## src/rtl/axis_slice_pkg.sv

```systemverilog
// Shared constants for the axis_slice valid/ready register slice.
package axis_slice_pkg;

    localparam int unsigned MODE_FWD  = 0;
    localparam int unsigned MODE_BWD  = 1;
    localparam int unsigned MODE_FULL = 2;

    localparam int unsigned LEVEL_W   = 2;

endpackage

```

## src/rtl/axis_slice.sv

```systemverilog
// Valid/ready register slice: forward, backward (skid) or full two-entry mode,
// selected by MODE, with an occupancy count on level.
module axis_slice
    import axis_slice_pkg::*;
#(
    parameter int unsigned DATA_W = 4,
    parameter int unsigned MODE   = MODE_FULL
) (
    input  logic               clk,
    input  logic               rst,
    input  logic [DATA_W-1:0]  din,
    input  logic               din_valid,
    output logic               din_ready,
    output logic [DATA_W-1:0]  dout,
    output logic               dout_valid,
    input  logic               dout_ready,
    output logic [LEVEL_W-1:0] level
);

    if (MODE != MODE_FWD && MODE != MODE_BWD && MODE != MODE_FULL) begin : g_bad_mode
        $error("axis_slice: illegal MODE %0d", MODE);
    end
    if (DATA_W < 1 || DATA_W > 1024) begin : g_bad_width
        $error("axis_slice: illegal DATA_W %0d", DATA_W);
    end

    logic [DATA_W-1:0]  slice_data;
    logic               slice_valid;
    logic               slice_ready;
    logic [LEVEL_W-1:0] slice_level;

    if (MODE == MODE_FWD) begin : g_fwd
        logic [DATA_W-1:0] data_q, data_d;
        logic              valid_q, valid_d;

        always_comb begin
            data_d  = data_q;
            valid_d = valid_q;
            if (din_valid && slice_ready) begin
                data_d  = din;
                valid_d = 1'b1;
            end else if (dout_ready) begin
                valid_d = 1'b0;
            end
        end

        always_ff @(posedge clk or posedge rst) begin
            if (rst) begin
                data_q  <= '0;
                valid_q <= 1'b0;
            end else begin
                data_q  <= data_d;
                valid_q <= valid_d;
            end
        end

        assign slice_ready = dout_ready || !valid_q;
        assign slice_data  = data_q;
        assign slice_valid = valid_q;
        assign slice_level = LEVEL_W'(valid_q);
    end else if (MODE == MODE_BWD) begin : g_bwd
        logic [DATA_W-1:0] skid_q, skid_d;
        logic              skid_valid_q, skid_valid_d;

        // A beat accepted while downstream stalls parks in the skid register.
        always_comb begin
            skid_d       = skid_q;
            skid_valid_d = skid_valid_q;
            if (skid_valid_q) begin
                if (dout_ready) skid_valid_d = 1'b0;
            end else if (din_valid && !dout_ready) begin
                skid_d       = din;
                skid_valid_d = 1'b1;
            end
        end

        always_ff @(posedge clk or posedge rst) begin
            if (rst) begin
                skid_q       <= '0;
                skid_valid_q <= 1'b0;
            end else begin
                skid_q       <= skid_d;
                skid_valid_q <= skid_valid_d;
            end
        end

        assign slice_ready = !skid_valid_q;
        assign slice_data  = skid_valid_q ? skid_q : din;
        assign slice_valid = skid_valid_q || din_valid;
        assign slice_level = LEVEL_W'(skid_valid_q);
    end else begin : g_full
        logic [DATA_W-1:0]  mem_q [2];
        logic [DATA_W-1:0]  mem_d [2];
        logic               wr_ptr_q, wr_ptr_d;
        logic               rd_ptr_q, rd_ptr_d;
        logic [LEVEL_W-1:0] count_q, count_d;
        logic               push, pop;

        assign push = din_valid && (count_q != 2'd2);
        assign pop  = dout_ready && (count_q != 2'd0);

        always_comb begin
            mem_d    = mem_q;
            wr_ptr_d = wr_ptr_q ^ push;
            rd_ptr_d = rd_ptr_q ^ pop;
            count_d  = count_q;
            if (push) mem_d[wr_ptr_q] = din;
            if (push && !pop)      count_d = count_q + 2'd1;
            else if (pop && !push) count_d = count_q - 2'd1;
        end

        always_ff @(posedge clk or posedge rst) begin
            if (rst) begin
                mem_q[0] <= '0;
                mem_q[1] <= '0;
                wr_ptr_q <= 1'b0;
                rd_ptr_q <= 1'b0;
                count_q  <= '0;
            end else begin
                mem_q    <= mem_d;
                wr_ptr_q <= wr_ptr_d;
                rd_ptr_q <= rd_ptr_d;
                count_q  <= count_d;
            end
        end

        assign slice_ready = (count_q != 2'd2);
        assign slice_data  = mem_q[rd_ptr_q];
        assign slice_valid = (count_q != 2'd0);
        assign slice_level = count_q;
    end

    // Reset blanks every output combinationally so nothing leaks while rst is high.
    always_comb begin
        din_ready  = slice_ready && !rst;
        dout       = rst ? '0 : slice_data;
        dout_valid = slice_valid && !rst;
        level      = rst ? '0 : slice_level;
    end

endmodule
```

## config.mk

```make
export PLATFORM = sky130hd
export DESIGN_NAME = axis_slice
export DESIGN_NICKNAME = d
export VERILOG_FILES = /design/src/rtl/axis_slice_pkg.sv /design/src/rtl/axis_slice.sv
export SDC_FILE = /design/constraint.sdc
export NUM_CORES = 1
export LEC_CHECK = 0
export CORE_AREA = 2 2 40 42
export CTS_BUF_LIST = sky130_fd_sc_hd__clkbuf_16
export CTS_CLUSTER_SIZE = 24
export DETAILED_ROUTE_END_ITERATION = 8
export DIE_AREA = 0 0 42 44
export PLACE_DENSITY_LB_ADDON = 0.12
export SLEW_MARGIN = 30
export SYNTH_ARGS = -nofsm -noshare
export SYNTH_HDL_FRONTEND = slang
export SYNTH_SLANG_ARGS = --single-unit
```

## constraint.sdc

```tcl
create_clock -name clk -period 1.7 [get_ports clk]
set_input_delay 0.34 -clock clk [delete_from_list [all_inputs] [get_ports clk]]
set_output_delay 0.34 -clock clk [all_outputs]
set_load 0.01 [all_outputs]
```

## After elaboration in Yosys (flattened, before gate mapping)

Cells that the tools add are included.

- Output and inout bits: 8
- Word-level logic and storage cells: 37
- Register bits after elaboration: 12

- Bitwise operators: 4
- Add/subtract/negate cells: 2
- Muxes and demuxes: 10
- Order comparisons: 3
- Reduce and logical (&&, ||, !) cells: 12
- Eq/ne operators: 1

Operators by type and width:

| cell | number |
|---|---|
| $mux W4 | 5 |
| $bwmux W8 | 1 |
| $logic_and A1 B1 Y1 | 7 |
| $mux W2 | 3 |
| $demux W4 S1 | 1 |
| $ge A2 B2 Y1 const B | 2 |
| $not A1 Y2 | 2 |
| $reduce_bool A2 Y1 | 2 |
| $logic_not A1 Y1 | 3 |
| $add A2 B1 Y2 const B | 1 |
| $lt A2 B1 Y1 const B | 1 |
| $ne A2 B2 Y1 const B | 1 |
| $sub A2 B1 Y2 const B | 1 |
| $xor A1 B1 Y1 | 2 |

## Longest topological paths before layout

Gate-level depths: netlist of the first run.

- Word-level depth: 6
- Gate-level depth with buffers: 6
- Depth with buffers taken out: 6

## Least setup slack after synthesis of the first run

Ideal clock, no wire load.

- Path kind: reg-to-reg
- From: reg g_full.count_q[0]
- To: reg g_full.mem_q[0] (netlist bit)
- Slack: 0.199 ns
- Stages on the path, launching flop included: 5
- Required time: 1.575 ns
- Period minus slack after synthesis: 1.501 ns
- Data arrival time: 1.376 ns
- Path through: dfrtp_1 -> inv_1 -> a21boi_0 -> ha_1 -> mux2_2

- Word-level cells in the longest chain between the ends: 2

Ends and longest elaborated chain:

| item | line | text |
|---|---|---|
| start, declared | axis_slice.sv:96 | `logic [LEVEL_W-1:0] count_q, count_d;` |
| start signal, assigned | axis_slice.sv:123 | `count_q <= count_d;` |
| $ne A2 B2 Y1 | axis_slice.sv:99 | `assign push = din_valid && (count_q != 2'd2);` |
| $logic_and A1 B1 Y1 | axis_slice.sv:99 |  |
| end signal, assigned | axis_slice.sv:120 | `mem_q <= mem_d;` |
| end, declared | axis_slice.sv:92 | `logic [DATA_W-1:0] mem_q [2];` |

No other way between the ends.
A chain may end at the register's enable or synchronous reset.

## Worst setup path after layout of the first run

- From: reg g_full.rd_ptr_q
- To: out dout[1]

- Word-level cells in the longest chain between the ends: 5

Ends and longest elaborated chain:

| item | line | text |
|---|---|---|
| start, declared | axis_slice.sv:95 | `logic rd_ptr_q, rd_ptr_d;` |
| start signal, assigned | axis_slice.sv:122 | `rd_ptr_q <= rd_ptr_d;` |
| $not A1 Y2 (implied by the code) | axis_slice.sv:128 | `assign slice_data = mem_q[rd_ptr_q];` |
| $mux W4 (implied by the code) (3 in series) | axis_slice.sv:128 |  |
| $mux W4 | axis_slice.sv:136 | `dout = rst ? '0 : slice_data;` |
| end, declared | axis_slice.sv:14 | `output logic [DATA_W-1:0] dout,` |

No other way between the ends. The select of a mux whose other input is x is not followed.

==> results of run 1 <==
path summary, 6_finish.rpt:
check | startpoint | endpoint | slack, ns | cells past startpoint
worst max register to register | g_full.count_q[1] | g_full.count_q[1] | 0.12 | 7
worst max-delay path | g_full.rd_ptr_q | dout[1] | 0.08 | 4
min in group clk | g_full.mem_q[6] | g_full.mem_q[6] | 0.50 | 1
worst min-delay path | rst | g_full.mem_q[4] | 0.32 | 2
worst min register to register | g_full.mem_q[6] | g_full.mem_q[6] | 0.50 | 1
max in group asynchronous | rst | g_full.count_q[0] | 1.04 | 2
placed cells by master, fill, tap and decap left out, types with 2 or more instances in the layout:
cell,count
xnor2_1,2
ha_1,3
clkdlybuf4s50_1,6
mux2_2,8
mux2i_1,4
nor2_1,7
dlygate4sd2_1,4
dfrtp_2,2
buf_4,5
clkbuf_16,3
xor2_1,2
inv_1,4
dfrtp_1,10
dlymetal6s2s_1,2
final cells by class:
type	instances	area, um2	share of cell area (%)
Tap cell	16	20.0	2.34
Inverter	4	15.0	1.75
Clock buffer	3	75.1	8.77
Sequential cell	12	303	35.4
Timing Repair Buffer	20	184	21.5
Multi-Input combinational cell	31	259	30.3
per-layer routing:
| metal | GRT usage [%] | vias to the layer above |
|---|---|---|
| li1 | - | 201 |
| met1 | 17.5 | 198 |
| met2 | 25.6 | 9 |
| met3 | 6.25 | 0 |
| met4 | 3.23 | 0 |
| met5 | 0 | - |
flip-flops by register name (all words and copies together) (netlist names):
register and cells:
g_full.mem_q 8, g_full.wr_ptr_q 1, g_full.count_q 2, g_full.rd_ptr_q 1
logic make-up (layout without fill, tap and decap cells):
group / count (synthesis) / count (layout) / share of synthesized area (%)
AOI/OAI and AO/OA: 3 / 3 / 3.02
xor gates and xnor gates: 4 / 4 / 6.04
adders and majority gates: 3 / 3 / 6.47
buffers and inverters: 6 / 27 / 4.09
DFF: 12 / 12 / 51.7
muxes: 12 / 12 / 22.4
and+or+nand+nor: 9 / 9 / 6.25
power groups by stage:
stage | Clock [uW] | Sequential (uW) | Combinational [uW]
6_report | 409 | 553 | 669
5_1_grt | 428 | 577 | 741
4_1_cts | 419 | 552 | 647
3_5_place_dp | 0 | 567 | 622
3_3_place_gp | 0 | 566 | 609
2_1_floorplan | 0 | 513 | 439
metrics by stage:
step	instance area, um2	hold slack [ns]	utilization (%)
2_1_floorplan	581	0.402	-
3_3_place_gp	757	0.491	53.4
3_5_place_dp	757	0.495	53.4
4_1_cts	843	0.336	59.4
5_1_grt	856	0.396	60.3
6_report	856	0.323	60.3
critical path, stage by stage (launching register included):
cell,delay [ns]
dfrtp_2,0.43
buf_4,0.17
mux2i_1,0.11
nor2_1,0.10
clkdlybuf4s15_1,0.24
what timing repair did:
| action | in CTS | in global routing |
|---|---|---|
| buffers inserted | 2 | 1 |
| hold buffers | 0 | 0 |
| setup endpoints to repair | 8 | 11 |
| gates resized for setup | 11 | 7 |
| cloned | 0 | 0 |
==> qor.yml, run 1 <==
maxSlewHeadroom_pct: 69.6
place_hpwl_um: 762
worstPathRequired_ns: 1.36
setup-tns-final_ns: 0
ys_async_sr_fraction_pct: 100
wl_um: 1140
start_util_pct: 40.9
drive_gt1_share_pct: 30.0
h-tree-depth: 1
grt_start_max_net_pins: 13
final_nets: 83
p_total_uw: 1630
clockBufferDepth: 2
pre_cts_ws_ns: -0.316
fin_crit_sh_pct: 95.5
clk_latency_ns: 0.23
core_mm2: 0.00142
dieArea_mm2: 0.00185
cap_viol_max_count: 0
worstSetupPathType: "reg2out"
root_buffer: "clkbuf_16"
die_height_um: 44
synth_edf_count: 0
avgRoutedWirePerCell_um: 13.2
rsz0062_at_grt: "no"
clock_sinks: 12
cp.arrival_ns: 1.28
n_antenna_cell: 0
cts_tree: "done"
ys.flop_type: "dfrtp_1"
postSynthAreaPerCell_um2: 11.8
gp_congestion: 0.606
power_density_mw_per_mm2: 1910
p_sw_uw: 490
route.met2.wl_um: 582
rows: 14
hold_violations: 0
io_buffers: 15
numCtsBuffers: 3
ys_top_cells_by_count: "dfrtp_1, mux2_2, nor2_1, inv_1, mux2i_1"
vdd_drop_max_mv: 1.41
syn_to_final_growth_pct: 47.4
status: "completed"
synth_most_common_cell: "dfrtp_1"
ys_seq_area_share_pct: 51.7
setup.worst_path.start_class: "register"
ant_nets: 0
combinationalPowerShare_pct: 41.0
seqPwrFrac_pct: 33.9
met3_wirelength_um: 57
path_max_fanout: 3
drtPass1Iterations: 2
p_int_uw: 1140
ys_ff_latch: 12
yosys.area.top_type: "dfrtp_1"
grt_pass1_wl_um: 2010
io-pin-count: 16
worstSetupEndpointType: "primary output"
clk_pin_slew_ns: 0.04
slew_viol_final: 0
dr.max_layer_used: "met3"
p_leak_uw: 0.000433
wirelength_met1_um: 496
synth_cell_type_count: 14
fin_skew_ns: 0.00232
p_clk_share_pct: 25.1
routed_via_density: 4.74
yosys.area.top_type_share_pct: 51.7
syn_area_um2: 581
antenna_found_initial: 0
hold_class: "in2async"
dpl.cell_count: 80
instances_no_fill: 86
vias: 408
finalSetupViolCount: 0
die_x_um: 42
post-route-min-period_ns: 1.62
netlist_top_cells_area: "dfrtp_1, mux2_2, mux2i_1"
grt_pass1_vias: 456
switching_share_pct: 30.0
grt-ovfl-total: 0
fmax_ghz: 0.616
drc_errors: 0
fill_cells: 129
globalRouteTotalUtil_pct: 14.9
drt_iter0_drc: 4
netlist_instances: 49
synth_warnings: 0
setup_slack_ns: 0.0766
syn_nets: 60
max_slew.worst_pin.slew_ns: 0.456
(Power assumes the default switching activity.)
==> run 2, diff against run 1 <==
--- a/config.mk
+++ b/config.mk
@@ -11,7 +11,7 @@
 export DETAILED_ROUTE_END_ITERATION = 8
 export DIE_AREA = 0 0 42 44
 export PLACE_DENSITY_LB_ADDON = 0.12
-export SLEW_MARGIN = 30
+export SLEW_MARGIN = 20
 export SYNTH_ARGS = -nofsm -noshare
 export SYNTH_HDL_FRONTEND = slang
 export SYNTH_SLANG_ARGS = --single-unit
==> results of run 2 <==
No change in the layout: final DEF, timing and power equal those of run 1.
